`config.mk`:
```
export PLATFORM = sky130hd
export DESIGN_NAME = irq_ctrl
export DESIGN_NICKNAME = d
export VERILOG_FILES = /design/src/rtl/irq_ctrl.sv
export SDC_FILE = /design/constraint.sdc
export NUM_CORES = 1
export LEC_CHECK = 0
export CAP_MARGIN = 5
export CORE_MARGIN = 1
export CORE_UTILIZATION = 35
export DETAILED_ROUTE_END_ITERATION = 12
export GPL_ROUTABILITY_DRIVEN = 0
export PLACE_DENSITY = 0.67
export SETUP_SLACK_MARGIN = 0.5
export SYNTH_ARGS = -nofsm -noshare
export SYNTH_HDL_FRONTEND = slang
export SYNTH_SLANG_ARGS = --single-unit
```
`constraint.sdc`:
```
create_clock -name clk -period 2.6 [get_ports clk]
set_input_delay 0.26 -clock clk [delete_from_list [all_inputs] [get_ports clk]]
set_output_delay 0.26 -clock clk [all_outputs]
set_load 0.02 [all_outputs]
```
`src/rtl/irq_ctrl.sv`:
```
// Interrupt aggregation controller: synchronises raw requests, latches them as
// edge/level pending bits, masks with ENABLE and drives a registered HWInt vector.
module irq_ctrl #(
    parameter int NSRC        = 6,
    parameter int SYNC_STAGES = 2
) (
    input  logic            clk,
    input  logic            reset,
    input  logic [NSRC-1:0] src_irq,
    input  logic            sel,
    input  logic            we,
    input  logic [1:0]      addr,
    input  logic [31:0]     wdata,
    output logic [31:0]     rdata,
    output logic [5:0]      HWInt,
    output logic            irq_any
);

    localparam logic [1:0] ADDR_ENABLE  = 2'd0;
    localparam logic [1:0] ADDR_MODE    = 2'd1;
    localparam logic [1:0] ADDR_PENDING = 2'd2;
    localparam logic [1:0] ADDR_STATUS  = 2'd3;

    logic [SYNC_STAGES-1:0][NSRC-1:0] sync_q;
    logic [NSRC-1:0] prev_q;
    logic [NSRC-1:0] enable_q,  enable_d;
    logic [NSRC-1:0] mode_q,    mode_d;
    logic [NSRC-1:0] pending_q, pending_d;
    logic [5:0]      hwint_q,   hwint_d;
    logic            irq_any_q, irq_any_d;

    logic [NSRC-1:0] s;
    logic [NSRC-1:0] rise;
    logic [NSRC-1:0] mode_chg;
    logic [NSRC-1:0] w1c;
    logic [NSRC-1:0] masked;
    logic [2:0]      first_idx;
    logic            wr;
    logic            unused_wdata;

    assign s            = sync_q[SYNC_STAGES-1];
    assign unused_wdata = ^wdata[31:NSRC];

    always_comb begin
        // NOTE: every combinational output gets a default first so no path
        // through the block can leave it unassigned and infer a latch.
        wr        = sel & we;
        enable_d  = enable_q;
        mode_d    = mode_q;
        mode_chg  = '0;
        w1c       = '0;
        hwint_d   = '0;
        first_idx = '0;

        if (wr && addr == ADDR_ENABLE) enable_d = wdata[NSRC-1:0];
        if (wr && addr == ADDR_MODE) begin
            mode_d   = wdata[NSRC-1:0];
            mode_chg = wdata[NSRC-1:0] ^ mode_q;
        end
        if (wr && addr == ADDR_PENDING) w1c = wdata[NSRC-1:0];

        // Edge sources: a new rising edge wins over a same-cycle clear.
        rise      = s & ~prev_q;
        pending_d = ((mode_q & (rise | (pending_q & ~w1c))) | (~mode_q & s)) & ~mode_chg;

        masked               = pending_q & enable_q;
        hwint_d[NSRC-1:0]    = masked;
        irq_any_d            = |masked;

        for (int i = NSRC - 1; i >= 0; i--) begin
            if (masked[i]) first_idx = 3'(i + 1);
        end
    end

    always_comb begin
        rdata = '0;
        if (sel && reset) begin
            case (addr)
                ADDR_ENABLE:  rdata[NSRC-1:0] = enable_q;
                ADDR_MODE:    rdata[NSRC-1:0] = mode_q;
                ADDR_PENDING: rdata[NSRC-1:0] = pending_q;
                ADDR_STATUS: begin
                    rdata[NSRC-1:0] = s;
                    rdata[10:8]     = first_idx;
                end
                default:      rdata = '0;
            endcase
        end
    end

    // NOTE: state registers use non-blocking assignments so every flop samples
    // the pre-edge value of its neighbours, keeping the synchroniser a true chain.
    always_ff @(posedge clk or negedge reset) begin
        if (!reset) begin
            sync_q    <= '0;
            prev_q    <= '0;
            enable_q  <= '0;
            mode_q    <= '0;
            pending_q <= '0;
            hwint_q   <= '0;
            irq_any_q <= 1'b0;
        end else begin
            sync_q    <= {sync_q[SYNC_STAGES-2:0], src_irq};
            prev_q    <= s;
            enable_q  <= enable_d;
            mode_q    <= mode_d;
            pending_q <= pending_d;
            hwint_q   <= hwint_d;
            irq_any_q <= irq_any_d;
        end
    end

    assign HWInt   = hwint_q;
    assign irq_any = irq_any_q;

endmodule

```
==> summary.txt, run 1 <==
Status
  – Status: complete, no violations

Clocking
  – Root buffer cell: clkbuf_8
  – Worst-case clock buffer depth: 2
  – CTS tree: yes
  – Clk sink count: 43
  – H-Tree Depth: 2
  – TritonCTS Buffers: 5
  – Clk pin slew, worst setup/hold paths: 0.08 ns
  – Postcts setup bufs: 0
  – Clock Latency Late Sink: 0.29 ns

Placement
  – Dpl ws: 0.1427 ns
  – Post-detail-place hpwl: 2.748 mm
  – Dpl cell area: 0.002409 mm2
  – Buffers added on ports: 33

Critical path
  – Setup crit start kind: input pin
  – Critical path data required time: 2.34 ns
  – Setup CP Type: in -> out
  – WP data arrival: 1.69 ns
  – CP cell instances: dlygate4sd2_1 -> mux4_2 -> and3_1 -> dlygate4sd2_1
  – CP most frequent cell: dlygate4sd2_1
  – Critical Path Max Stage Delay: 0.53 ns
  – CP endpoint kind: primary output
  – Critical path fanouts, max: 5
  – Critical path's slowest cell: mux4_2

STA
  – Max-slew violation count: 0
  – Final TNS setup: 0 ns
  – Hold Fails Final Rpt: 0
  – Worst slew margin: 0.6645
  – Worst slew pin tran: 0.5016 ns
  – Setup violations, final: 0
  – RSZ-0062 raised after global routing: false
  – Final Worst Setup Slack: 0.6493 ns
  – Min Tclk post-route: 1.951 ns
  – Final Skew: 0.003715 ns
  – Final worst-path cycle share: 0.7503
  – Max Clk Rate: 512.6 MHz

Power
  – Pwr/cell area: 674.2 mW/mm2
  – Static leakage: 0.001192 uW
  – VDD IR max: 0.3067 mV

Drt
  – Vias post-DR: 1318
  – Antenna viol nets, final: 0
  – DRC: 0
  – Initial DRC Count: 38
  – Drt pass-1 iters: 4
  – Vias per std cell: 4.657
  – Drt wl/cell: 13.51 um
  – Final WL: 3.824 mm

GRT
  – GR Util All Layers: 0.1398
  – Initial antenna violation count: 0
  – GRT overflow: 0
  – Number of global-route vias before repair: 1302
  – First-pass GRT wire length: 6.444 mm
  – Pin count of the biggest net entering global routing: 15

Layout
  – Area Overhead vs Synth: 23.66%
  – Ant. Diodes: 0
  – Post-Layout Inst Area: 0.002544 mm2
  – Share of layout cells above drive strength 1: 0.2227
  – Layout filler cell count: 516
  – Layout Nets: 254
  – Util after Layout: 0.4563
  – Commonest cells after routing, fill and taps aside: 43 x dfrtp_1, 23 x conb_1, 21 x clkdlybuf4s50_1, 10 x nand2_1, 9 x dlygate4sd2_1
  – Commonest non-fill, non-tap cell in the layout: dfrtp_1

Floorplan
  – Initial Util: 0.3690
  – Core ar.: 0.005574 mm2
  – Total Die Area: 0.006187 mm2
  – Row count: 27
  – Die X: 78.66 um
  – Vert. Die Dim: 78.66 um
  – IO Pins: 83

Synth
  – Ys Warns: 0
  – Cell area after synthesis: 0.002057 mm2
  – Post-synthesis sequential area ratio: 0.5231
  – Synth Instances: 166
  – Post-synth cell types: 32
  – #FFs+latches synth: 43
  – Mapped Avg Cell Area: 12.39 um2

Worst hold path
  – Hold Crit Class: in -> async

Run
  – Max-Cap Viols: 0
path summary, 6_finish.rpt:
check                               start           end  slack [ns]  cells after the start
worst max-delay path              addr[1]      rdata[1]        0.65                      4
worst min-delay path                reset     prev_q[4]        0.03                      2
worst max register to register  mode_q[5]  pending_q[5]        1.47                      3
worst min register to register  sync_q[0]          s[0]        0.35                      0
max in group asynchronous           reset  pending_q[1]        1.93                      2
min in group clk                sync_q[0]          s[0]        0.35                      0
cell families after synthesis:
logic type,after synthesis,share of synthesized area
flops,43,0.5231
simple gates,42,0.1271
buf+inv,37,0.1247
compound gates,31,0.1137
mux,12,0.1095
other cells,1,0.001823
sequential cells by signal, summed over array words and instances (netlist names):
name and count:
HWInt 6, enable_q 6, mode_q 6, pending_q 6, prev_q 6, s 6
sync_q 6, irq_any 1
final cells by class:
| cell class | count | area (um2) | share of cell area |
|---|---|---|---|
| inverters | 8 | 30.03 | 0.01181 |
| flip-flops and latches | 43 | 1076 | 0.4230 |
| clock buffers | 8 | 100.1 | 0.03935 |
| well taps | 72 | 90.09 | 0.03542 |
| repair buffers | 44 | 440.4 | 0.1731 |
| multi-input cells | 108 | 807.0 | 0.3173 |
critical path: cells and delay by family:
kind	cells	cell delay (ns)
buffers and inverters	2	0.70
and+or+nand+nor	1	0.19
muxes	1	0.53
cells in the mapped netlist:
master    number  area [um2]
a21boi_0       5       37.54
o32ai_1        5       43.79
and3_1         6       37.54
and2_1         3       18.77
a211oi_1       1       7.510
buf_4         23       172.7
buf_2          1       5.000
nand4_1        1       6.260
clkbuf_1       1       3.750
nand4b_2       1       15.01
dfrtp_1       43        1076
nor4_1         1       6.260
nor3_1         2       10.01
nand3b_1       1       7.510
nand2_4        1       11.26
buf_6          4       45.04
a21oi_2        4       35.03
nor3_4         1       16.27
mux2_4         6       90.09
o21ai_1        1       5.000
nand2_2        4       25.02
conb_1         1       3.750
and4b_1        1       10.01
nor2b_1        6       37.54
a21oi_1        4       20.02
and4b_2        1       11.26
nand2_1       10       37.54
mux4_2         6       135.1
inv_1          8       30.03
a211oi_2       4       50.05
nor2_1         3       11.26
o21ai_0        7       35.03
layer usage:
metal / part of all wire / global-route usage / wire [um] / vias up
met2: 0.48 / 0.2209 / 1835 / 51
li1: - / - / - / 620
met4: 0.019 / 0.06667 / 72 / 0
met3: 0.064 / 0.04070 / 245 / 7
met5: 0 / 0 / 0 / -
met1: 0.44 / 0.1748 / 1671 / 640
per-stage QoR:
stage | power [uW] | cells | hold WS (ns)
CTS | 1738 | 283 | 0.01186
detailed placement | 1274 | 273 | 0.1312
floorplan | 1136 | 188 | -0.03559
global placement | 1265 | 273 | 0.1372
finish | 1715 | 283 | 0.03114
global route | 1819 | 283 | 0.03159
where the power goes:
| group | leakage [uW] | internal [uW] | switching (uW) |
|---|---|---|---|
| clock | 0.0000515 | 242 | 211 |
| sequential | 0.000515 | 769 | 64.9 |
| combinational | 0.000626 | 213 | 214 |
repair_timing:
action / 4_1_cts / 5_1_grt
hold endpoints to repair: 4 / 0
gates cloned: 1 / 0
setup endpoints to repair: 9 / 1
gates resized for setup: 12 / 1
hold buffers: 1 / 0
(Power assumes the default switching activity.)
==> inputs of run 2 (changes only) <==
--- a/config.mk
+++ b/config.mk
@@ -10,7 +10,7 @@
 export CORE_UTILIZATION = 35
 export DETAILED_ROUTE_END_ITERATION = 12
 export GPL_ROUTABILITY_DRIVEN = 0
-export PLACE_DENSITY = 0.67
+export PLACE_DENSITY = 0.7
 export SETUP_SLACK_MARGIN = 0.5
 export SYNTH_ARGS = -nofsm -noshare
 export SYNTH_HDL_FRONTEND = slang
==> constraint.sdc (replaced) <==
create_clock -name clk -period 1.6 [get_ports clk]
set_input_delay 0.16 -clock clk [delete_from_list [all_inputs] [get_ports clk]]
set_output_delay 0.16 -clock clk [all_outputs]
set_load 0.02 [all_outputs]
==> summary.txt, run 2 (same netlist as run 1, synthesis figures left out) <==
Power
  – Static leakage: 0.001348 uW
  – Total power: 3048 uW
  – Internal power: 2084 uW
  – Sw Share: 0.3163
  – Sequential Power Share: 0.442
  – VDD IR max: 0.4675 mV
  – Pwr/cell area: 1048 mW/mm2
  – Logic pwr share: 0.335
  – P_sw: 964.2 uW
  – Clk pwr share: 0.223

Drt
  – Initial DRC Count: 80
  – Vias post-DR: 1461
  – Antenna viol nets, final: 0
  – DRC: 0
  – Final WL: 4.548 mm
  – Drt wl/cell: 14.44 um
  – Drt pass-1 iters: 5
  – Vias per std cell: 4.638

Layout
  – Layout Nets: 286
  – Area of the multi-input gates: 968.4 um2
  – Post-Layout Inst Area: 0.002908 mm2
  – Area Overhead vs Synth: 41.36%
  – Commonest cells after routing, fill and taps aside: 43 x dfrtp_1, 36 x buf_4, 23 x conb_1, 13 x buf_6, 12 x clkdlybuf4s50_1
  – Layout filler cell count: 494
  – Register area: 0.001076 mm2
  – Share of layout cells above drive strength 1: 0.5267
  – Ant. Diodes: 0
  – Commonest non-fill, non-tap cell in the layout: dfrtp_1

Floorplan
  – Die X: 78.66 um
  – Initial Util: 0.3690
  – IO Pins: 83
  – Vert. Die Dim: 78.66 um
  – Core ar.: 0.005574 mm2
  – Row count: 27
  – Total Die Area: 0.006187 mm2

STA
  – Final Worst Setup Slack: -0.03241 ns
  – Final worst-path cycle share: 1.020
  – Max-slew violation count: 0
  – Max Clk Rate: 612.6 MHz
  – Final Skew: 0.002948 ns
  – Worst slew margin: 0.6028
  – RSZ-0062 raised after global routing: true
  – Setup violations, final: 4
  – Worst slew pin tran: 0.5958 ns
  – Final TNS setup: -0.09904 ns
  – Hold Fails Final Rpt: 0
  – Min Tclk post-route: 1.632 ns

Critical path
  – CP delay by family, top: multiplexers
  – Critical path fanouts, max: 3
  – Setup crit start kind: register
  – Critical path data required time: 1.44 ns
  – Critical Path Max Stage Delay: 0.48 ns
  – CP Buf/Inv Count: 1
  – WP data arrival: 1.47 ns
  – CP endpoint kind: primary output
  – Setup CP Type: reg -> out
  – Critical path's slowest cell: mux4_2
  – CP cell instances: mux4_2 -> and3_4 -> buf_6

Clocking
  – Root buffer cell: clkbuf_8
  – TritonCTS Buffers: 5
  – Clk pin slew, worst setup/hold paths: 0.08 ns
  – H-Tree Depth: 2
  – Worst-case clock buffer depth: 2
  – Clk sink count: 43
  – Clock Latency Late Sink: 0.30 ns
  – CTS tree: yes

GRT
  – Number of global-route vias before repair: 1457
  – Pin count of the biggest net entering global routing: 24
  – First-pass GRT wire length: 7.203 mm
  – Initial antenna violation count: 0
  – GRT overflow: 0
  – GR Util All Layers: 0.1604

Worst hold path
  – Hold Crit Class: in -> async

Status
  – Status: finished with violations
  – Failing checks: negative setup slack

Run
  – Max-Cap Viols: 0

Placement
  – Post-detail-place hpwl: 3.123 mm
  – Dpl cell area: 0.002656 mm2
  – Buffers added on ports: 33
run 2: changes by cell type in the layout (fill, tap and decap cells not counted), sizes merged, moves of 2 or more:
cell / delta
dlygate4sd2: -9
buf: +49
clkdlybuf4s50: -9
clkdlybuf4s15: +2
run 2: per-stage QoR:
| stage | worst slack [ns] | hold slack [ns] | utilization | cells |
|---|---|---|---|---|
| floorplan | 0.4057 | -0.1356 | - | 188 |
| global placement | -0.6050 | 0.1491 | 0.4765 | 297 |
| detailed placement | -0.6022 | 0.1458 | 0.4765 | 297 |
| CTS | -0.03479 | 0.01027 | 0.5172 | 313 |
| global route | -0.08202 | 0.01898 | 0.5217 | 315 |
| finish | -0.03241 | 0.001484 | 0.5217 | 315 |
run 2: worst min-delay path: cells and delay by family:
kind	cells	cell delay, ns
buffers and inverters	3	0.53
run 2: area by class of cell:
cell class | count | share of cell area
Timing Repair Buffer | 76 | 0.2268
Multi-Input combinational cell | 108 | 0.3330
Inverter | 8 | 0.01119
Tap cell | 72 | 0.03098
Clock buffer | 7 | 0.02625
Clock inverter | 1 | 0.001721
Sequential cell | 43 | 0.3701
run 2: metal layers:
| layer | share of wire | GRT usage | up-vias |
|---|---|---|---|
| met5 | 0 | 0 | - |
| met4 | 0.010 | 0.05556 | 0 |
| met3 | 0.051 | 0.05349 | 4 |
| met2 | 0.50 | 0.2696 | 44 |
| met1 | 0.44 | 0.1906 | 726 |
| li1 | - | - | 687 |
run 2: path summary, 6_finish.rpt:
path	from	end	slack, ns	depth (start not counted)
min reg2reg	sync_q[1]	s[1]	0.35	0
min	reset	pending_q[0]	0.001	3
max reg2reg	mode_q[2]	pending_q[2]	0.51	4
max	pending_q[0]	rdata[0]	-0.03	3
max in group asynchronous	reset	s[5]	1.09	3
min in group clk	src_irq[2]	sync_q[2]	0.29	1
run 2: power by group through the flow:
stage	combinational [uW]	clock [uW]	sequential [uW]
after floorplan	492	0	1400
after global placement	872	0	1350
after detailed placement	892	0	1360
after CTS	991	686	1340
after global routing	1090	738	1360
final	1020	680	1350
run 2: timing repair:
action                                  4_1_cts  5_1_grt
endpoints found under the setup margin       34       46
gates cloned                                  1        0
pin swaps                                     3       10
setup buffers                                 6        2
gates resized for setup                     113       22
endpoints found under the hold margin        23        0
hold buffers                                  1        0
